File: config.mk
export PLATFORM = sky130hd
export DESIGN_NAME = alu_cmd_sequencer
export DESIGN_NICKNAME = d
export VERILOG_FILES = /design/src/rtl/alu_cmd_sequencer.sv
export SDC_FILE = /design/constraint.sdc
export NUM_CORES = 1
export LEC_CHECK = 0
export CORE_MARGIN = 2
export CORE_UTILIZATION = 48
export CTS_CLUSTER_SIZE = 30
export DETAILED_ROUTE_END_ITERATION = 10
export PLACE_DENSITY_LB_ADDON = 0.12
export REMOVE_ABC_BUFFERS = 1
export SYNTH_ARGS = -nofsm -noshare
export SYNTH_HDL_FRONTEND = slang
export SYNTH_SLANG_ARGS = --single-unit
File: constraint.sdc
create_clock -name clk -period 5.2 [get_ports clk]
set_input_delay 1.04 -clock clk [delete_from_list [all_inputs] [get_ports clk]]
set_output_delay 1.04 -clock clk [all_outputs]
set_load 0.05 [all_outputs]
File: src/rtl/alu_cmd_sequencer.sv
// Command sequencer for alu_with_memory: drives operands, waits for done, commits the result, responds.
// Optional register readback check is enabled by defining SEQ_READBACK_CHECK_EN.
module alu_cmd_sequencer #(
   parameter int unsigned OPW     = 2,
   parameter int unsigned RW      = 4,
   parameter int unsigned TIMEOUT = 15
) (
   input  logic           clk,
   input  logic           reset,
   input  logic           cmd_valid,
   output logic           cmd_ready,
   input  logic [OPW-1:0] cmd_a,
   input  logic [OPW-1:0] cmd_b,
   input  logic [OPW-1:0] cmd_ctrl,
   input  logic [OPW-1:0] cmd_dest,
   output logic [OPW-1:0] alu_a,
   output logic [OPW-1:0] alu_b,
   output logic [OPW-1:0] alu_ctrl,
   output logic [OPW-1:0] alu_reg_addr,
   output logic           alu_reg_write,
   input  logic [RW-1:0]  alu_y,
   input  logic           alu_c,
   input  logic           alu_done,
   input  logic [RW-1:0]  alu_reg_data,
   output logic           rsp_valid,
   input  logic           rsp_ready,
   output logic [RW-1:0]  rsp_y,
   output logic           rsp_c,
   output logic           rsp_err,
   output logic           rsp_mismatch
);

   localparam int unsigned CW = 8;
   localparam logic [CW-1:0] CNT_LAST = CW'(TIMEOUT - 1);
   localparam logic [CW-1:0] CNT_MAX  = '1;

   typedef enum logic [2:0] {
      S_IDLE,
      S_DRIVE,
      S_WAIT,
      S_WRITE,
      S_READBACK,
      S_RESP
   } state_t;

   state_t         state_q, state_d;
   logic [CW-1:0]  cnt_q, cnt_d;
   logic [OPW-1:0] a_q, a_d, b_q, b_d, ctrl_q, ctrl_d, addr_q, addr_d;
   logic           write_q, write_d;
   logic           cmd_ready_q, cmd_ready_d;
   logic           rsp_valid_q, rsp_valid_d;
   logic [RW-1:0]  rsp_y_q, rsp_y_d;
   logic           rsp_c_q, rsp_c_d;
   logic           rsp_err_q, rsp_err_d;
`ifdef SEQ_READBACK_CHECK_EN
   logic           rsp_mm_q, rsp_mm_d;
`endif

   // Next-state and registered-output logic
   always_comb begin
      state_d     = state_q;
      cnt_d       = cnt_q;
      a_d         = a_q;
      b_d         = b_q;
      ctrl_d      = ctrl_q;
      addr_d      = addr_q;
      write_d     = 1'b0;
      rsp_valid_d = rsp_valid_q;
      rsp_y_d     = rsp_y_q;
      rsp_c_d     = rsp_c_q;
      rsp_err_d   = rsp_err_q;
`ifdef SEQ_READBACK_CHECK_EN
      rsp_mm_d    = rsp_mm_q;
`endif
      case (state_q)
         S_IDLE: begin
            if (cmd_valid && cmd_ready_q) begin
               a_d       = cmd_a;
               b_d       = cmd_b;
               ctrl_d    = cmd_ctrl;
               addr_d    = cmd_dest;
               rsp_err_d = 1'b0;
`ifdef SEQ_READBACK_CHECK_EN
               rsp_mm_d  = 1'b0;
`endif
               state_d   = S_DRIVE;
            end
         end
         S_DRIVE: begin
            cnt_d   = '0;
            state_d = S_WAIT;
         end
         S_WAIT: begin
            // A done in the final allowed cycle still wins over the abort
            if (alu_done) begin
               rsp_y_d   = alu_y;
               rsp_c_d   = alu_c;
               rsp_err_d = 1'b0;
               write_d   = 1'b1;
               state_d   = S_WRITE;
            end else if (cnt_q >= CNT_LAST) begin
               rsp_err_d   = 1'b1;
               rsp_valid_d = 1'b1;
               state_d     = S_RESP;
            end else if (cnt_q != CNT_MAX) begin
               cnt_d = cnt_q + CW'(1);
            end
         end
         S_WRITE: begin
`ifdef SEQ_READBACK_CHECK_EN
            state_d = S_READBACK;
`else
            rsp_valid_d = 1'b1;
            state_d     = S_RESP;
`endif
         end
`ifdef SEQ_READBACK_CHECK_EN
         S_READBACK: begin
            rsp_mm_d    = (alu_reg_data != rsp_y_q);
            rsp_valid_d = 1'b1;
            state_d     = S_RESP;
         end
`endif
         S_RESP: begin
            if (rsp_ready) begin
               rsp_valid_d = 1'b0;
               state_d     = S_IDLE;
            end
         end
         default: state_d = S_IDLE;
      endcase
      cmd_ready_d = (state_d == S_IDLE);
   end

   always_ff @(posedge clk or posedge reset) begin
      if (reset) begin
         state_q     <= S_IDLE;
         cnt_q       <= '0;
         a_q         <= '0;
         b_q         <= '0;
         ctrl_q      <= '0;
         addr_q      <= '0;
         write_q     <= 1'b0;
         cmd_ready_q <= 1'b0;
         rsp_valid_q <= 1'b0;
         rsp_y_q     <= '0;
         rsp_c_q     <= 1'b0;
         rsp_err_q   <= 1'b0;
`ifdef SEQ_READBACK_CHECK_EN
         rsp_mm_q    <= 1'b0;
`endif
      end else begin
         state_q     <= state_d;
         cnt_q       <= cnt_d;
         a_q         <= a_d;
         b_q         <= b_d;
         ctrl_q      <= ctrl_d;
         addr_q      <= addr_d;
         write_q     <= write_d;
         cmd_ready_q <= cmd_ready_d;
         rsp_valid_q <= rsp_valid_d;
         rsp_y_q     <= rsp_y_d;
         rsp_c_q     <= rsp_c_d;
         rsp_err_q   <= rsp_err_d;
`ifdef SEQ_READBACK_CHECK_EN
         rsp_mm_q    <= rsp_mm_d;
`endif
      end
   end

   assign cmd_ready     = cmd_ready_q;
   assign alu_a         = a_q;
   assign alu_b         = b_q;
   assign alu_ctrl      = ctrl_q;
   assign alu_reg_addr  = addr_q;
   assign alu_reg_write = write_q;
   assign rsp_valid     = rsp_valid_q;
   assign rsp_y         = rsp_y_q;
   assign rsp_c         = rsp_c_q;
   assign rsp_err       = rsp_err_q;
`ifdef SEQ_READBACK_CHECK_EN
   assign rsp_mismatch  = rsp_mm_q;
`else
   logic unused_reg_data;
   assign unused_reg_data = ^alu_reg_data;
   assign rsp_mismatch    = 1'b0;
`endif

endmodule

==> results of run 1 <==
## cell usage in the layout (no fill, tap or decap), types with 2 or more instances in the layout
cell type,synthesis,routed
a21oi_1,4,4
and2_1,3,3
clkbuf_4,0,3
clkdlybuf4s50_1,0,34
dfrtp_1,28,28
ha_1,2,2
inv_1,4,4
mux2_2,13,13
nand2_1,5,5
nand2b_1,2,2
nand3_1,2,2
nor2b_1,2,2
nor3_1,5,5
nor3b_1,2,2
o21a_1,2,2
o21ai_0,6,6
## state kept, by name, summed over array words and instances (netlist names)
name,cells
cmd_ready,1
rsp_err,1
alu_reg_write,1
rsp_y,4
rsp_valid,1
alu_a,2
alu_reg_addr,2
alu_b,2
state_q,3
alu_ctrl,2
rsp_c,1
cnt_q,8
## final timing paths
check | startpoint | end | slack, ps | cells past startpoint
setup / recovery | rsp_valid | rsp_valid | 2620 | 1
hold / removal | rsp_y[1] | rsp_y[1] | 520 | 1
setup reg to reg | cnt_q[7] | cnt_q[2] | 3130 | 4
hold reg to reg | rsp_y[1] | rsp_y[1] | 520 | 1
max in group asynchronous | reset | cnt_q[7] | 3320 | 2
min in group asynchronous | reset | alu_reg_addr[1] | 1250 | 2
## final cells by class
cell class,instances,share of cell area (%)
repair buffers,35,21.2
flip-flops and latches,28,42.8
clock buffers,3,1.38
inverters,4,0.917
well taps,30,2.29
multi-input cells,66,29.6
clock inverters,1,1.83
## where the power goes
part	internal (mW)	total (mW)	switching, mW	leakage (nW)
Combinational	0.209	0.544	0.335	0.331
Sequential	0.299	0.358	0.0592	0.352
Clock	0.0779	0.140	0.0625	0.0279
Total	0.586	1.04	0.457	0.711
## layer usage
| metal | track usage, % | vias to the layer above | part of all wire [%] | wire (µm) |
|---|---|---|---|---|
| met1 | 20.3 | 433 | 45 | 1010 |
| met2 | 28.1 | 20 | 48 | 1090 |
| met4 | 6.25 | 0 | 0.66 | 15 |
| met5 | 0 | - | 0 | 0 |
| met3 | 6.01 | 2 | 6.3 | 142 |
| li1 | - | 431 | - | - |
## cells by family after synthesis
| kind of cell | share of synthesized area [%] |
|---|---|
| compound gates | 9.86 |
| fa+ha+maj | 2.05 |
| buf+inv | 2.77 |
| flops | 57.5 |
| mux | 12.0 |
| other cells | 0.308 |
| simple gates | 15.5 |
==> impl_metrics.csv, run 1 <==
group,metric,value,unit
power_and_ir_drop,power_density,636,nW/µm²
sta,fin_crit_sh,49.6,%
routing,firstDrtPassIters,3,
setup_path,cp_top_family,"buffers and inverters",
place,place.detailed.instances,163,
grt,gr-total-overflow,0,
cells_and_area,multiInputGateArea,484,µm²
setup_path,max_stage_delay,810,ps
clock_network,holdBufCountCts,0,
sta,rsz0062_at_grt,"no",
sta,relSlewSlack,30.3,%
routing,avgViaCountPerCell,5.31,
floorplanning,initial_core_util,50.1,%
synthesis,yosysTopAreaCell,"dfrtp_1",
synthesis,synth_area_leaders,"dfrtp_1 (57%), mux2_2 (12%), o21ai_0 (2.5%)",
synthesis,synth_edf_count,0,
synthesis,yosysWarningCount,0,
sta,final_max_slew_viol_count,0,
clock_network,cts-resized-gates,0,
clock_network,clockBufferDepth,2,
grt,grt_use_total,17.0,%
cells_and_area,syn_to_final_growth,34.4,%
cells_and_area,drive_gt1_share,16.8,%
clock_network,postCtsSetupBuffers,0,
grt,antenna_found_initial,0,
setup_path,crit_arrival,1540,ps
sta,worst_pin_slew,1040,ps
place,place_area,1590,µm²
setup_path,crit_type,"reg -> out",
sta,tns,0,ps
clock_network,cts_tree,"yes",
synthesis,synthArstFlopShare,100,%
place,io_buffers,34,
setup_path,cp_max_fo,3,
synthesis,synth.most_common_cell,"dfrtp_1",
synthesis,ys_types,34,
setup_path,path_cells,"clkdlybuf4s50_1",
routing,drt-total-wl,2260,µm
place,gp_congestion,0.727,
min_path,hold_class,"reg -> reg",
cells_and_area,antennaDiodeCount,0,
synthesis,synth-seq-cells,28,
sta,finalHoldViolCount,0,
clock_network,numCtsBuffers,3,
synthesis,synth_seq_area_share,57.5,%
grt,grt_pass1_wl,3580,µm
floorplanning,die_area,2960,µm²
synthesis,netlist_instances,102,
grt,grt_pass1_vias,851,
routing,drtIter0Drc,8,
floorplanning,die_h,54.4,µm
sta,finalCriticalPeriod,2580,ps
cells_and_area,final_area,1640,µm²
cells_and_area,final_core_util,67.3,%
routing,ant_nets,0,
routing,drc_errors,0,
grt,grt_max_degree,29,
synthesis,syn_area_per_cell,11.9,µm²
clock_network,clock_latency,320,ps
power_and_ir_drop,vdd_ir_drop_max,0.514,mV
synthesis,synth_top_area_share,57.5,%
synthesis,synth_top_flop_cell,"dfrtp_1",
cells_and_area,instances_no_fill,167,
clock_network,htreeDepth,1,
synthesis,synth_area,1220,µm²
sta,setup_violations,0,
routing,dr_total_vias,886,
setup_path,cp-start-kind,"flop",
setup_path,critPathBufInv,1,
place,dp_slack,2520,ps
power_and_ir_drop,p_leak,0.711,nW
clock_network,clk_pin_slew,150,ps
sta,finalClockSkew,7.43,ps
setup_path,slowest_stage,"clkdlybuf4s50_1",
clock_network,clockRootBuffer,"clkbuf_4",
floorplanning,core_area,2430,µm²
status,status,"complete, no violations",
cells_and_area,seq_area,701,µm²
routing,wire_per_inst,13.5,µm
setup_path,cp-end-kind,"primary output",
cells_and_area,final_nets,162,
sta,setup_ws,2620,ps
synthesis,synth_common_cells,"dfrtp_1 (28), mux2_2 (13), o21ai_0 (6)",
setup_path,worst_ep_required_time,4160,ps
job,maxCapViolations,0,
sta,fmax,388,MHz
cells_and_area,fillCellCount,202,
floorplanning,placementRows,18,
floorplanning,io_pins,40,
floorplanning,die_x,54.4,µm
power_and_ir_drop,finalPower,1.04,mW
sta,whs,525,ps
clock_network,clock-sinks,28,
place,dpl.hpwl,1670,µm
Power figures use the tool's default switching activity.
==> run 2, diff against run 1 <==
- CORE_UTILIZATION: 48 -> 40
- clock period: 5.2 -> 2.1 ns (I/O delays scaled with it)
==> run 2 against run 1 <==
Compared with the run above: cell area increased by 4.4%; sequential share of layout area fell by 1.8 points; register-to-register slack got worse by 3100 ps; sequential power increased by 150%; first-iteration DRC count grew to 4.0 times the previous value; worst hold slack worse by 100 ps; via count increased by 4.6%; count of clock-buffer cells in the layout did not move; die area is 18% higher; combinational power rose to 2.6 times the previous value; largest cell class unchanged.
==> impl_metrics.csv, run 2 (same netlist as run 1, synthesis figures left out) <==
group,metric,value,unit
floorplanning,initial_core_util,40.9,%
clock_network,htreeDepth,1,
routing,drtIter0Drc,32,
power_and_ir_drop,finalPower,2.62,mW
sta,tns,0,ps
grt,gr-total-overflow,0,
routing,firstDrtPassIters,4,
clock_network,clockRootBuffer,"clkbuf_4",
clock_network,clock-sinks,28,
min_path,hold_class,"in -> async",
routing,wire_per_inst,14.0,µm
power_and_ir_drop,p_seq_share,33.8,%
cells_and_area,final_core_util,57.4,%
power_and_ir_drop,p_int,1.49,mW
grt,antenna_found_initial,0,
status,status,"complete, no violations",
floorplanning,die_h,59.2,µm
setup_path,worst_ep_required_time,2370,ps
cells_and_area,final_nets,171,
setup_path,cp-start-kind,"flop",
floorplanning,core_area,2980,µm²
grt,grt_pass1_wl,4020,µm
power_and_ir_drop,power_switching,1.14,mW
clock_network,clock_latency,330,ps
floorplanning,die_area,3500,µm²
power_and_ir_drop,sw_frac_of_total,43.4,%
sta,finalHoldViolCount,0,
sta,final_max_slew_viol_count,0,
cells_and_area,largest-register,"cnt_q",
cells_and_area,drive_gt1_share,21.9,%
clock_network,numCtsBuffers,3,
place,io_buffers,34,
cells_and_area,mostFrequentLayoutCell,"clkdlybuf4s50_1",
setup_path,crit_arrival,2300,ps
cells_and_area,largest_reg_flops,8,
routing,dr_total_vias,927,
routing,drt-total-wl,2510,µm
sta,finalCriticalPeriod,2040,ps
sta,finalClockSkew,3.24,ps
sta,fin_crit_sh,96.9,%
power_and_ir_drop,power_frac_clock,13.4,%
routing,avgViaCountPerCell,5.18,
sta,worst_pin_slew,504,ps
routing,drc_errors,0,
cells_and_area,layout_common_cells,"clkdlybuf4s50_1 (34), dfrtp_1 (28), mux2_2 (13)",
place,gp_congestion,0.709,
floorplanning,placementRows,20,
floorplanning,die_x,59.2,µm
sta,setup_violations,0,
cells_and_area,syn_to_final_growth,40.2,%
grt,grt_use_total,15.3,%
setup_path,crit_type,"reg -> reg",
grt,grt_pass1_vias,901,
power_and_ir_drop,vdd_ir_drop_max,0.860,mV
power_and_ir_drop,p_leak,0.757,nW
place,place.detailed.instances,172,
grt,grt_max_degree,29,
place,dpl.hpwl,1850,µm
clock_network,clk_pin_slew,150,ps
sta,setup_ws,64.8,ps
job,maxCapViolations,0,
setup_path,cp_max_fo,4,
place,dp_slack,96.9,ps
routing,ant_nets,0,
cells_and_area,instances_no_fill,179,
floorplanning,io_pins,40,
cells_and_area,antennaDiodeCount,0,
sta,relSlewSlack,66.3,%
sta,rsz0062_at_grt,"no",
sta,fmax,491,MHz
clock_network,clockBufferDepth,2,
clock_network,holdBufCountCts,0,
clock_network,cts_tree,"yes",
power_and_ir_drop,combPwrFrac,52.8,%
setup_path,cp-end-kind,"flop",
power_and_ir_drop,power_density,1540,nW/µm²
[run 2: changes by cell type in the layout (fill, tap and decap cells not counted), sizes merged]
cell  previous run  this run
buf              1        10
[run 2: worst max-delay path: stages, from the launching register on]
cell and delay [ps]:
dfrtp_1 430, or4_4 550, or3_4 390, or4_1 460
a21boi_1 150
[run 2: final timing paths]
| path | start | endpoint | slack, ps | cells past startpoint |
|---|---|---|---|---|
| max in group asynchronous | reset | cnt_q[0] | 1410 | 3 |
| worst max-delay path | cnt_q[4] | cnt_q[2] | 60 | 4 |
| worst min-delay path | reset | alu_b[1] | 420 | 3 |
| min in group clk | alu_b[1] | alu_b[1] | 530 | 1 |
| worst max register to register | cnt_q[4] | cnt_q[2] | 60 | 4 |
| worst min register to register | alu_b[1] | alu_b[1] | 530 | 1 |
[run 2: layer usage]
layer / share of wire (%) / vias up / global-route usage, % / wire length (µm)
met5: 0 / - / 0 / 0
met4: 1.2 / 0 / 5.84 / 31
met3: 3.2 / 4 / 1.97 / 81
met2: 52 / 18 / 27.5 / 1300
met1: 44 / 459 / 18.5 / 1100
li1: - / 446 / - / -
[run 2: what timing repair did]
action,in CTS,in global routing
setup endpoints to repair,0,3
setup buffers,0,3
gates resized for setup,0,0
[run 2: cell type report]
class,count,area (µm²)
Multi-Input combinational cell,66,484
Clock inverter,1,30.0
Sequential cell,28,701
Inverter,4,15.0
Tap cell,33,41.3
Fill cell,271,1270
Timing Repair Buffer,44,415
Clock buffer,3,22.5
[run 2: power groups by stage]
stage / Clock, mW / Sequential (mW) / Combinational (mW)
3_5_place_dp: 0 / 0.905 / 1.40
2_1_floorplan: 0 / 1.42 / 0.384
6_report: 0.352 / 0.887 / 1.39
4_1_cts: 0.369 / 0.892 / 1.40
3_3_place_gp: 0 / 0.883 / 1.38
5_1_grt: 0.380 / 0.922 / 1.48
[run 2: stage by stage]
step / hold WS (ps) / instance area [µm²]
detailed placement: 494 / 1630
floorplan: 477 / 1200
global placement: 488 / 1630
finish: 424 / 1710
global route: 460 / 1710
CTS: 422 / 1690
